### src/rtl/board_pkg.sv
// board_pkg: constants and helpers shared by the board renderer.
//   TILE_W_DEF / TILE_H_DEF : default tile size in pixels, including the
//                             one-pixel grid column and grid row
//   BOARD_DIM / NUM_CELLS   : the board is 8x8 cells
//   ST_*                    : controller state encoding
//   COLOR_*                 : 3-bit RGB palette
//   cell_color()            : interior color of a cell from its latched state
package board_pkg;

  localparam int TILE_W_DEF = 20;
  localparam int TILE_H_DEF = 15;
  localparam int BOARD_DIM  = 8;
  localparam int NUM_CELLS  = BOARD_DIM * BOARD_DIM;

  localparam logic [1:0] ST_IDLE  = 2'd0;
  localparam logic [1:0] ST_SETUP = 2'd1;
  localparam logic [1:0] ST_DRAW  = 2'd2;
  localparam logic [1:0] ST_DONE  = 2'd3;

  localparam logic [2:0] COLOR_GRID   = 3'b000;
  localparam logic [2:0] COLOR_MINE   = 3'b100;
  localparam logic [2:0] COLOR_STEP   = 3'b111;
  localparam logic [2:0] COLOR_FLAG   = 3'b110;
  localparam logic [2:0] COLOR_HIDDEN = 3'b001;

  // A mine is shown once stepped on or when the whole board is revealed;
  // a visible mine outranks the step color, which outranks a flag.
  function automatic logic [2:0] cell_color(input logic mine, input logic flag,
                                            input logic step, input logic reveal);
    if (mine && (step || reveal)) return COLOR_MINE;
    else if (step)                return COLOR_STEP;
    else if (flag)                return COLOR_FLAG;
    else                          return COLOR_HIDDEN;
  endfunction

endpackage

### src/rtl/tile_pixel_counter.sv
// tile_pixel_counter: row-major pixel sweep across one tile.
//   clk    : system clock
//   reset  : synchronous, active-low reset
//   clear  : return to pixel (0,0)
//   enable : advance one pixel (px first, py on px wrap)
//   px, py : current pixel offset inside the tile
//   last   : current pixel is the bottom-right corner
module tile_pixel_counter #(
  parameter int TILE_W = 20,
  parameter int TILE_H = 15
) (
  input  logic       clk,
  input  logic       reset,
  input  logic       clear,
  input  logic       enable,
  output logic [7:0] px,
  output logic [6:0] py,
  output logic       last
);

  localparam logic [7:0] PX_MAX = 8'(TILE_W - 1);
  localparam logic [6:0] PY_MAX = 7'(TILE_H - 1);

  logic [7:0] px_reg;
  logic [6:0] py_reg;

  always_ff @(posedge clk) begin
    if (!reset || clear) begin
      px_reg <= '0;
      py_reg <= '0;
    end else if (enable) begin
      if (px_reg == PX_MAX) begin
        px_reg <= '0;
        py_reg <= (py_reg == PY_MAX) ? '0 : py_reg + 7'd1;
      end else begin
        px_reg <= px_reg + 8'd1;
      end
    end
  end

  assign px   = px_reg;
  assign py   = py_reg;
  assign last = (px_reg == PX_MAX) && (py_reg == PY_MAX);

endmodule

### src/rtl/board_render_ctrl.sv
// board_render_ctrl: redraws the 8x8 minesweeper board (or one cell of it)
// into a 160x120 frame buffer, one pixel per clock.
//   clk, reset           : system clock, synchronous active-low reset
//   start_all            : redraw all 64 cells (wins over start_cell)
//   start_cell, cell_sel : redraw one cell, cell_sel = {row[2:0], col[2:0]}
//   mine_map, flag_map,
//   step_map             : per-cell state, latched at start
//   reveal_all           : show every mine (game over), latched at start
//   x_out, y_out,
//   color_out, plot      : pixel write; values hold while plot is low
//   busy                 : controller is not idle
//   done                 : one-cycle pulse when the redraw completes
module board_render_ctrl
  import board_pkg::*;
#(
  parameter int TILE_W = TILE_W_DEF,
  parameter int TILE_H = TILE_H_DEF
) (
  input  logic        clk,
  input  logic        reset,
  input  logic        start_all,
  input  logic        start_cell,
  input  logic [5:0]  cell_sel,
  input  logic [63:0] mine_map,
  input  logic [63:0] flag_map,
  input  logic [63:0] step_map,
  input  logic        reveal_all,
  output logic [7:0]  x_out,
  output logic [6:0]  y_out,
  output logic [2:0]  color_out,
  output logic        plot,
  output logic        busy,
  output logic        done
);

  localparam logic [7:0] PX_MAX    = 8'(TILE_W - 1);
  localparam logic [6:0] PY_MAX    = 7'(TILE_H - 1);
  localparam logic [5:0] LAST_CELL = 6'(NUM_CELLS - 1);

  logic [1:0]  state_reg;
  logic [5:0]  cell_reg;
  logic        mode_all_reg;
  logic [63:0] mine_reg, flag_reg, step_reg;
  logic        reveal_reg;
  logic [7:0]  x0_reg;
  logic [6:0]  y0_reg;
  logic [2:0]  color_reg;
  logic [7:0]  x_hold_reg;
  logic [6:0]  y_hold_reg;
  logic [2:0]  color_hold_reg;

  logic [7:0]  px;
  logic [6:0]  py;
  logic        last_pixel;
  logic [7:0]  x_draw;
  logic [6:0]  y_draw;
  logic [2:0]  color_draw;

  tile_pixel_counter #(
    .TILE_W (TILE_W),
    .TILE_H (TILE_H)
  ) u_counter (
    .clk    (clk),
    .reset  (reset),
    .clear  (state_reg == ST_SETUP),
    .enable (state_reg == ST_DRAW),
    .px     (px),
    .py     (py),
    .last   (last_pixel)
  );

  assign x_draw     = x0_reg + px;
  assign y_draw     = y0_reg + py;
  assign color_draw = ((px == PX_MAX) || (py == PY_MAX)) ? COLOR_GRID : color_reg;

  always_ff @(posedge clk) begin
    if (!reset) begin
      state_reg      <= ST_IDLE;
      cell_reg       <= '0;
      mode_all_reg   <= 1'b0;
      mine_reg       <= '0;
      flag_reg       <= '0;
      step_reg       <= '0;
      reveal_reg     <= 1'b0;
      x0_reg         <= '0;
      y0_reg         <= '0;
      color_reg      <= '0;
      x_hold_reg     <= '0;
      y_hold_reg     <= '0;
      color_hold_reg <= '0;
    end else begin
      case (state_reg)
        ST_IDLE: begin
          if (start_all || start_cell) begin
            mine_reg     <= mine_map;
            flag_reg     <= flag_map;
            step_reg     <= step_map;
            reveal_reg   <= reveal_all;
            mode_all_reg <= start_all;
            cell_reg     <= start_all ? 6'd0 : cell_sel;
            state_reg    <= ST_SETUP;
          end
        end
        ST_SETUP: begin
          // Origins wrap in 8/7-bit arithmetic, matching the frame buffer width.
          x0_reg    <= 8'(32'(cell_reg[2:0]) * TILE_W);
          y0_reg    <= 7'(32'(cell_reg[5:3]) * TILE_H);
          color_reg <= cell_color(mine_reg[cell_reg], flag_reg[cell_reg],
                                  step_reg[cell_reg], reveal_reg);
          state_reg <= ST_DRAW;
        end
        ST_DRAW: begin
          // Remember the pixel being written so the outputs can hold it
          // once plot drops.
          x_hold_reg     <= x_draw;
          y_hold_reg     <= y_draw;
          color_hold_reg <= color_draw;
          if (last_pixel) begin
            if (!mode_all_reg || cell_reg == LAST_CELL) begin
              state_reg <= ST_DONE;
            end else begin
              cell_reg  <= cell_reg + 6'd1;
              state_reg <= ST_SETUP;
            end
          end
        end
        ST_DONE: state_reg <= ST_IDLE;
        default: state_reg <= ST_IDLE;
      endcase
    end
  end

  assign plot      = (state_reg == ST_DRAW);
  assign busy      = (state_reg != ST_IDLE);
  assign done      = (state_reg == ST_DONE);
  assign x_out     = plot ? x_draw     : x_hold_reg;
  assign y_out     = plot ? y_draw     : y_hold_reg;
  assign color_out = plot ? color_draw : color_hold_reg;

endmodule

### config.mk
export PLATFORM = sky130hd
export DESIGN_NAME = board_render_ctrl
export DESIGN_NICKNAME = d
export VERILOG_FILES = /design/src/rtl/board_pkg.sv /design/src/rtl/tile_pixel_counter.sv /design/src/rtl/board_render_ctrl.sv
export SDC_FILE = /design/constraint.sdc
export NUM_CORES = 1
export LEC_CHECK = 0
export ABC_AREA = 1
export BUFFER_PORTS_ARGS = -buffer_cell sky130_fd_sc_hd__buf_4
export CORE_ASPECT_RATIO = 0.8
export CORE_MARGIN = 2
export CORE_UTILIZATION = 60
export DETAILED_ROUTE_END_ITERATION = 10
export MAX_ROUTING_LAYER = met4
export PLACE_DENSITY_LB_ADDON = 0.1
export SETUP_SLACK_MARGIN = 0.05
export SYNTH_ARGS = -nofsm -noshare
export SYNTH_HDL_FRONTEND = slang
export SYNTH_SLANG_ARGS = --single-unit
### constraint.sdc
create_clock -name clk -period 4.8 [get_ports clk]
set_input_delay 0.48 -clock clk [delete_from_list [all_inputs] [get_ports clk]]
set_output_delay 0.48 -clock clk [all_outputs]
set_load 0.01 [all_outputs]
==> results of run 1 <==
synth_stat cells (all sizes together):
library cell	count	area, µm²
a31oi	6	37.54
ha	24	300.3
nand3	125	625.6
fa	5	100.1
o21ba	1	10.01
or2	4	25.02
o21ai	257	1286
o211ai	15	117.6
nand4	2	12.51
a22o	6	52.55
a21oi	128	640.6
nor2	320	1209
inv	139	521.8
a21boi	1	7.510
buf	43	274.0
nand2	249	934.7
clkinv	2	7.510
a21o	2	15.01
xnor2	3	26.28
clkbuf	66	247.7
nor3	5	30.03
and3	1	6.260
xor2	7	61.31
nor3b	2	15.01
o22ai	2	12.51
dfxtp	251	5025
cell type report:
type                            count  area, µm²  share of cell area, %
Multi-Input combinational cell   1165       5537                  39.67
Sequential cell                   251       5030                  36.04
Timing Repair Buffer              233       1749                  12.53
Clock buffer                       35      723.2                  5.182
Inverter                          141      531.8                  3.810
Tap cell                          258      322.8                  2.313
Clock inverter                      7      63.81                 0.4572
worst max-delay path by stage:
stage / from / end
global placement: reset / u_counter.py[6]
global route: u_counter.py[0] / y_out[6]
floorplan: u_counter.py[0] / y_out[6]
CTS: u_counter.py[0] / y_out[6]
detailed placement: reset / u_counter.py[6]
finish: y0_reg[0] / y_out[6]
worst max-delay path, stage by stage, from the launching register on:
cell and delay (ps):
dfxtp_1 330, ha_1 240, fa_1 410, a21oi_1 160
nor2_1 70, o21ai_0 150, nand2_1 70, a21oi_1 160
or2_2 130, nand3_1 60, nand2_1 100, inv_1 40
buf_4 130
per-stage QoR:
stage	util (%)	std cells
2_1_floorplan	-	1666
3_3_place_gp	69.41	2048
3_5_place_dp	69.41	2048
4_1_cts	73.56	2090
5_1_grt	73.56	2090
6_report	73.56	2090
per-layer routing:
| metal | wire [µm] | GRT usage (%) | vias up |
|---|---|---|---|
| met1 | 14980 | 45.02 | 5150 |
| met2 | 14090 | 48.23 | 435 |
| met5 | 0 | - | - |
| li1 | - | - | 5714 |
| met3 | 2460 | 4.739 | 61 |
| met4 | 803 | 9.947 | 0 |
power breakdown:
group | leakage (nW) | internal, mW | switching, mW | total, mW
Sequential | 2.08 | 2.33 | 0.142 | 2.47
Clock | 0.394 | 1.10 | 0.806 | 1.90
Combinational | 3.89 | 0.483 | 0.858 | 1.34
cell usage in the layout (no fill, tap or decap), drive strengths merged, types with 6 or more instances in the layout:
| cell type | netlist | layout |
|---|---|---|
| o211ai | 15 | 15 |
| dfxtp | 251 | 251 |
| nand3 | 125 | 125 |
| a21oi | 128 | 128 |
| xor2 | 7 | 7 |
| clkinv | 2 | 7 |
| buf | 43 | 233 |
| inv | 139 | 140 |
| o21ai | 257 | 257 |
| nor2 | 320 | 320 |
| a31oi | 6 | 6 |
| ha | 24 | 24 |
| a22o | 6 | 6 |
| nand2 | 249 | 249 |
| clkbuf | 66 | 35 |
kinds of logic after synthesis:
logic type / share of synthesized area (%)
buf+inv: 9.060
compound gates: 18.79
simple gates: 24.63
xor+xnor: 0.7550
fa+ha+maj: 3.451
flops: 43.31
==> results.md, run 1 <==
- R2R depth: 14
- Mean post-synth cell area: 6.963 µm²
- Setup-failing EPs final: 0
- Critical Path Fanout Max: 3
- Port-buffer cells: between 200 and 250
- CP Capture Type: output port
- R2r setup slk: 1850 ps
- Area grow syn2layout: 20.31%
- First-pass GRT wire length: around 52000 µm
- Total die area: 0.02047 mm²
- Clk buf depth: 3
- #FFs+latches synth: 251
- CORE AREA: 0.01897 mm²
- Vias per std cell: 5.435
- Tmin final: 3048 ps
- Hold Crit Start: mine_map[15]
- Via count: about 11000
- Cells after Synth: about 1700
- Syn nets: around 1900
- Final Max Slew Viols: 0
- Mapped cell area: 0.01160 mm²
- Clock-pin slew on the worst setup and hold paths: 60 ps
- Share of layout cells above drive strength 1: 15.78%
- RSZ-0062 raised after global routing: no
- Status: complete, no violations
- Ports: about 220
- PnR worst setup slack: 1752 ps
- Routed wire length: 32340 µm
- Vias in the first global route: between 10000 and 15000
- Post-CTS setup buffers: 0
- WP data arrival: roughly 2600 ps
- CTS tree: built
- F_max: 328.1 MHz
- Hold Fails Final Rpt: 0
- Final ANT Viol Nets: 0
- GRT Overall Usage: 32.12%
- Hold Crit Depth: 3
- Num CTS Buffers: 25
- Worst vdd ir: 0.2056 mV
- Aggregate global routing overflow: 0
- Worst Max-Slew Pin Slew: between 1000 and 1500 ps
- CTS resizes: 0
- Total negative slack: 0 ps
- RR Endpoint: color_reg[2]
- Nets@finish: between 2000 and 2500
- Cell variety after synth: 35
- Clock Latency Late Sink: about 530 ps
- Hold buffer count at cts: 0
- DR DRC count: 0
- Pre-CTS setup slack: 1847 ps
- Fin crit share: 63.50%
- H-tree depth: 1
- Dpl hpwl: 21340 µm
- Relative slew slack: 22.41%
- Register area share after synthesis: 43.31%
- Filler instances: 1575
- Pwr dens: ~400 mW/mm²
- Number of core rows: 45
- Pre-antenna DRT Iters: 5
- Initial cell density of the core: between 60% and 70%
- GP Congestion: 0.8727
- Die height: 128.4 µm
- WP data required: 4320 ps
- Inserted Diodes: 0
- Root Driver: clkbuf_16
- CP Class: flip-flop to output port
- Largest net degree at the start of global routing: 144
- Min-Delay Path Class: primary input to flip-flop
- WHS Endpoint: mine_reg[15]
- Setup crit start kind: flip-flop
- Fin Hold WS: 205.7 ps
- Max Cap Viol: 0
- Worst r2r src: cell_reg[0]
- Ys Warns: 0
- Pleak: 6.365 nW
- Avg WL per Cell: 15.47 µm
- Clock skew: 14.38 ps
- Initial antenna violation count: 0
- Die width: between 150 and 200 µm
- Iter 0 DRT Violations: 1016
- Final instance area: 0.01396 mm²
- Pwr Total: 5.720 mW
- Post-DP Area: 0.01317 mm²
- Clock sinks: about 250
Note: power is estimated with default switching activity, not from simulation.
==> run 2, diff against run 1 <==
Settings changed: ABC_AREA 1 to 0, CORE_UTILIZATION 60 to 56.
Clock period 4.8 ns to 3.1 ns, I/O delays scaled along.
==> results.md, run 2 <==
- Status: complete, no violations
- Slowest CP cell: fa_1
- Routed wl met2: 13440 µm (-4.6%)
- Largest family of logic cells by synthesized area: simple AND/OR/NAND/NOR gates
- CP Class: flip-flop to output port
- Total negative slack: 0 ps (unchanged)
- Initial cell density of the core: 57.28% (-3.9 points)
- Clock Latency Late Sink: 510 ps (-20 ps)
- Total die area: 0.02242 mm² (+9.5%)
- Tmin final: 2792 ps
- Final Non-Filler Cells: 1826 (-13%)
- Num CTS Buffers: 25 (unchanged)
- Pwr dens: 573.6 mW/mm² (+40%)
- GRT Overall Usage: 26.42% (-5.7 points)
- Worst vdd ir: 0.4799 mV (+130%)
- Synth top area cells: dfxtp_1 42%, nand2_1 15%, a21boi_0 13%
- DR DRC count: 0 (unchanged)
- Vias per std cell: 5.419 (-0.29%)
- Clock skew: 4.574 ps (-9.805 ps)
- Met3 wire length: 1751 µm (-29%)
- Post-synth ARST share: 0% (unchanged)
- Setup crit start kind: flip-flop
- Worst Max-Slew Pin Slew: 766.8 ps (-397.0 ps)
- Aggregate global routing overflow: 0 (unchanged)
- Fin crit share: 90.06%
- Commonest non-fill, non-tap cell in the layout: nand2_1
- H-tree depth: 1 (unchanged)
- Inserted Diodes: 0 (unchanged)
- Max layer used: met4
- Ports: 224 (unchanged)
- WP data required: 2790 ps (-1530 ps)
- Final Max Slew Viols: 0 (unchanged)
- CP Capture Type: output port
- Adder-Cell Fraction of Synth Area: 3.367% (-0.084 points)
- Kind of cell adding the most delay to the critical path: compound AO/OA/AOI/OAI gates
- Syn nets: 1603 (-16%)
- Largest net degree at the start of global routing: 159 (+10%)
- Max Cap Viol: 0 (unchanged)
- Critical Path Start: u_counter.py[0]
- Mapped cell area: 0.01189 mm² (+2.5%)
- Port-buffer cells: 223 (unchanged)
- Register area share after synthesis: 42.26% (-1.1 points)
- Most frequent cells in the layout: 469 x nand2_1, 248 x dfxtp_1, 238 x buf_4, 206 x a21boi_0, 36 x mux4_2
- CORE AREA: 0.02076 mm² (+9.4%)
- Clock sinks: 251 (unchanged)
- Yosys top cell by area: dfxtp_1
- Pleak: 6.017 nW (-5.5%)
- Min-Delay Path Class: primary input to flip-flop
- Buffers & Inverters on Critical Path: 1 (-1)
- #FFs+latches synth: 251 (unchanged)
- Post-synth top cells: 469 x nand2_1, 251 x dfxtp_1, 206 x a21boi_0
- Clk buf depth: 3 (unchanged)
- XOR/XNOR Fraction of Synth Area: 1.915% (+1.2 points)
- Avg WL per Cell: 15.94 µm (+3.0%)
- Ys Warns: 0 (unchanged)
- First-pass GRT wire length: 47440 µm (-8.8%)
- Dpl cells: 1785 (-13%)
- F_max: 358.2 MHz
- Worst r2r src: cell_reg[2]
- GP Congestion: 0.8206 (-6.0%)
- Mux contribution to synthesized area: 9.859% (+9.9 points)
- Top-count cell post-synth: nand2_1
- Die height: 134.3 µm (+4.6%)
- WP data arrival: 2480 ps (-90 ps)
- Nets@finish: 1775 (-13%)
- Post-synthesis simple-gate area fraction: 20.08% (-4.6 points)
- EDFF count, synth: 0 (unchanged)
- Routed wire length: 29100 µm (-10%)
- Share of layout cells above drive strength 1: 21.45% (+5.7 points)
- RSZ-0062 raised after global routing: no
- Root Driver: clkbuf_16
- Cell variety after synth: 60 (+71%)
- Synth Area in Compound Gates: 18.20% (-0.58 points)
- Cells after Synth: 1371 (-18%)
- Setup-failing EPs final: 0 (unchanged)
- Hold Fails Final Rpt: 0 (unchanged)
- R2r setup slk: 410 ps (-1440 ps)
- Iter 0 DRT Violations: 685 (-33%)
- Mean post-synth cell area: 8.674 µm² (+25%)
- Largest stage delay, worst path: 400 ps (about the same)
- Final ANT Viol Nets: 0 (unchanged)
- Synth top area share: 42.26% (-1.1 points)
- Area grow syn2layout: 21.81%
- Pre-antenna DRT Iters: 5 (unchanged)
- Met1 wire length: 13340 µm (-11%)
- Worst-path cell chain: ha_1, fa_1, a21o_1, a21oi_2, o21bai_1, a21oi_1, xnor2_1, o21ai_1, buf_4
- Hold Crit Start: step_map[13]
- Die width: 166.9 µm (+4.7%)
- Initial antenna violation count: 0 (unchanged)
- CTS tree: built
- Dpl hpwl: 20560 µm (-3.6%)
- Via count: 9896 (-13%)
- Hold buffer count at cts: 0 (unchanged)
- Critical Path Fanout Max: 5 (+2)
- Relative slew slack: 48.75% (+26 points)
- Number of core rows: 47 (+4.4%)
- Filler instances: 1693 (+7.5%)
- Clock-pin slew on the worst setup and hold paths: 60 ps (about the same)
- Main flop type after synthesis: dfxtp_1
- Vias in the first global route: 9409 (-11%)
## run 2: changes by cell type after synthesis, sizes merged, moves of 13 or more
cell	delta
o21ai	-228
nand3	-109
buf	-26
nand2	+220
mux4	+41
o211ai	-14
clkbuf	+17
xnor2	+13
a21boi	+205
mux2i	+14
a21oi	-109
and2	+24
inv	-120
nor2	-289
## run 2: through the flow
step	area, µm²	setup WS, ps	hold slack [ps]	util, %	power [mW]
6_report	14490	308.3	56.46	69.78	8.309
5_1_grt	14490	110.9	52.62	69.78	8.720
3_3_place_gp	13730	491.8	448.1	66.16	5.543
2_1_floorplan	11890	750.5	438.3	-	4.947
4_1_cts	14480	168.9	44.49	69.76	8.372
3_5_place_dp	13730	451.5	453.3	66.16	5.586
## run 2: cells by family (layout without fill, tap and decap cells)
kind of cell,after synthesis,in the layout
AO/OA/AOI/OAI,298,298
AND/OR/NAND/NOR,584,584
flip-flops,251,251
buffers and inverters,120,306
XOR/XNOR,26,26
multiplexers,63,63
adder cells (fa/ha/maj),29,29
## run 2: worst paths after layout
path,to,cells after the start
worst max-delay path,y_out[6],9
worst min-delay path,step_reg[13],3
worst max register to register,color_reg[1],7
worst min register to register,step_reg[5],2
## run 2: metal layers
metal	vias up	global-route usage [%]
li1	4964	-
met1	4585	36.88
met2	298	41.84
met3	49	3.128
met4	0	5.508
met5	-	-
## run 2: timing repair
action                     4_1_cts  5_1_grt
setup endpoints to repair        0        1
gates resized for setup          0        2
setup buffers                    0        0
## run 2: worst reg2reg max path: stages (launching register included)
cell	delay (ps)
dfxtp_2	610
clkinv_1	470
a2111oi_0	500
nor3_1	130
nor2_1	200
o311ai_4	140
or3b_1	400
o211a_1	130
## run 2: layout make-up
class,count,area [µm²],area share (%)
clock inverters,5,30.03,0.2073
inverters,20,75.07,0.5183
repair buffers,245,1918,13.24
multi-input cells,1000,6375,44.01
flip-flops and latches,251,5034,34.75
well taps,269,336.6,2.324
clock buffers,36,716.9,4.949
## run 2: where the power goes
group,internal (mW),switching [mW]
registers,3.52,0.235
logic,0.807,0.955
clock network,1.59,1.20
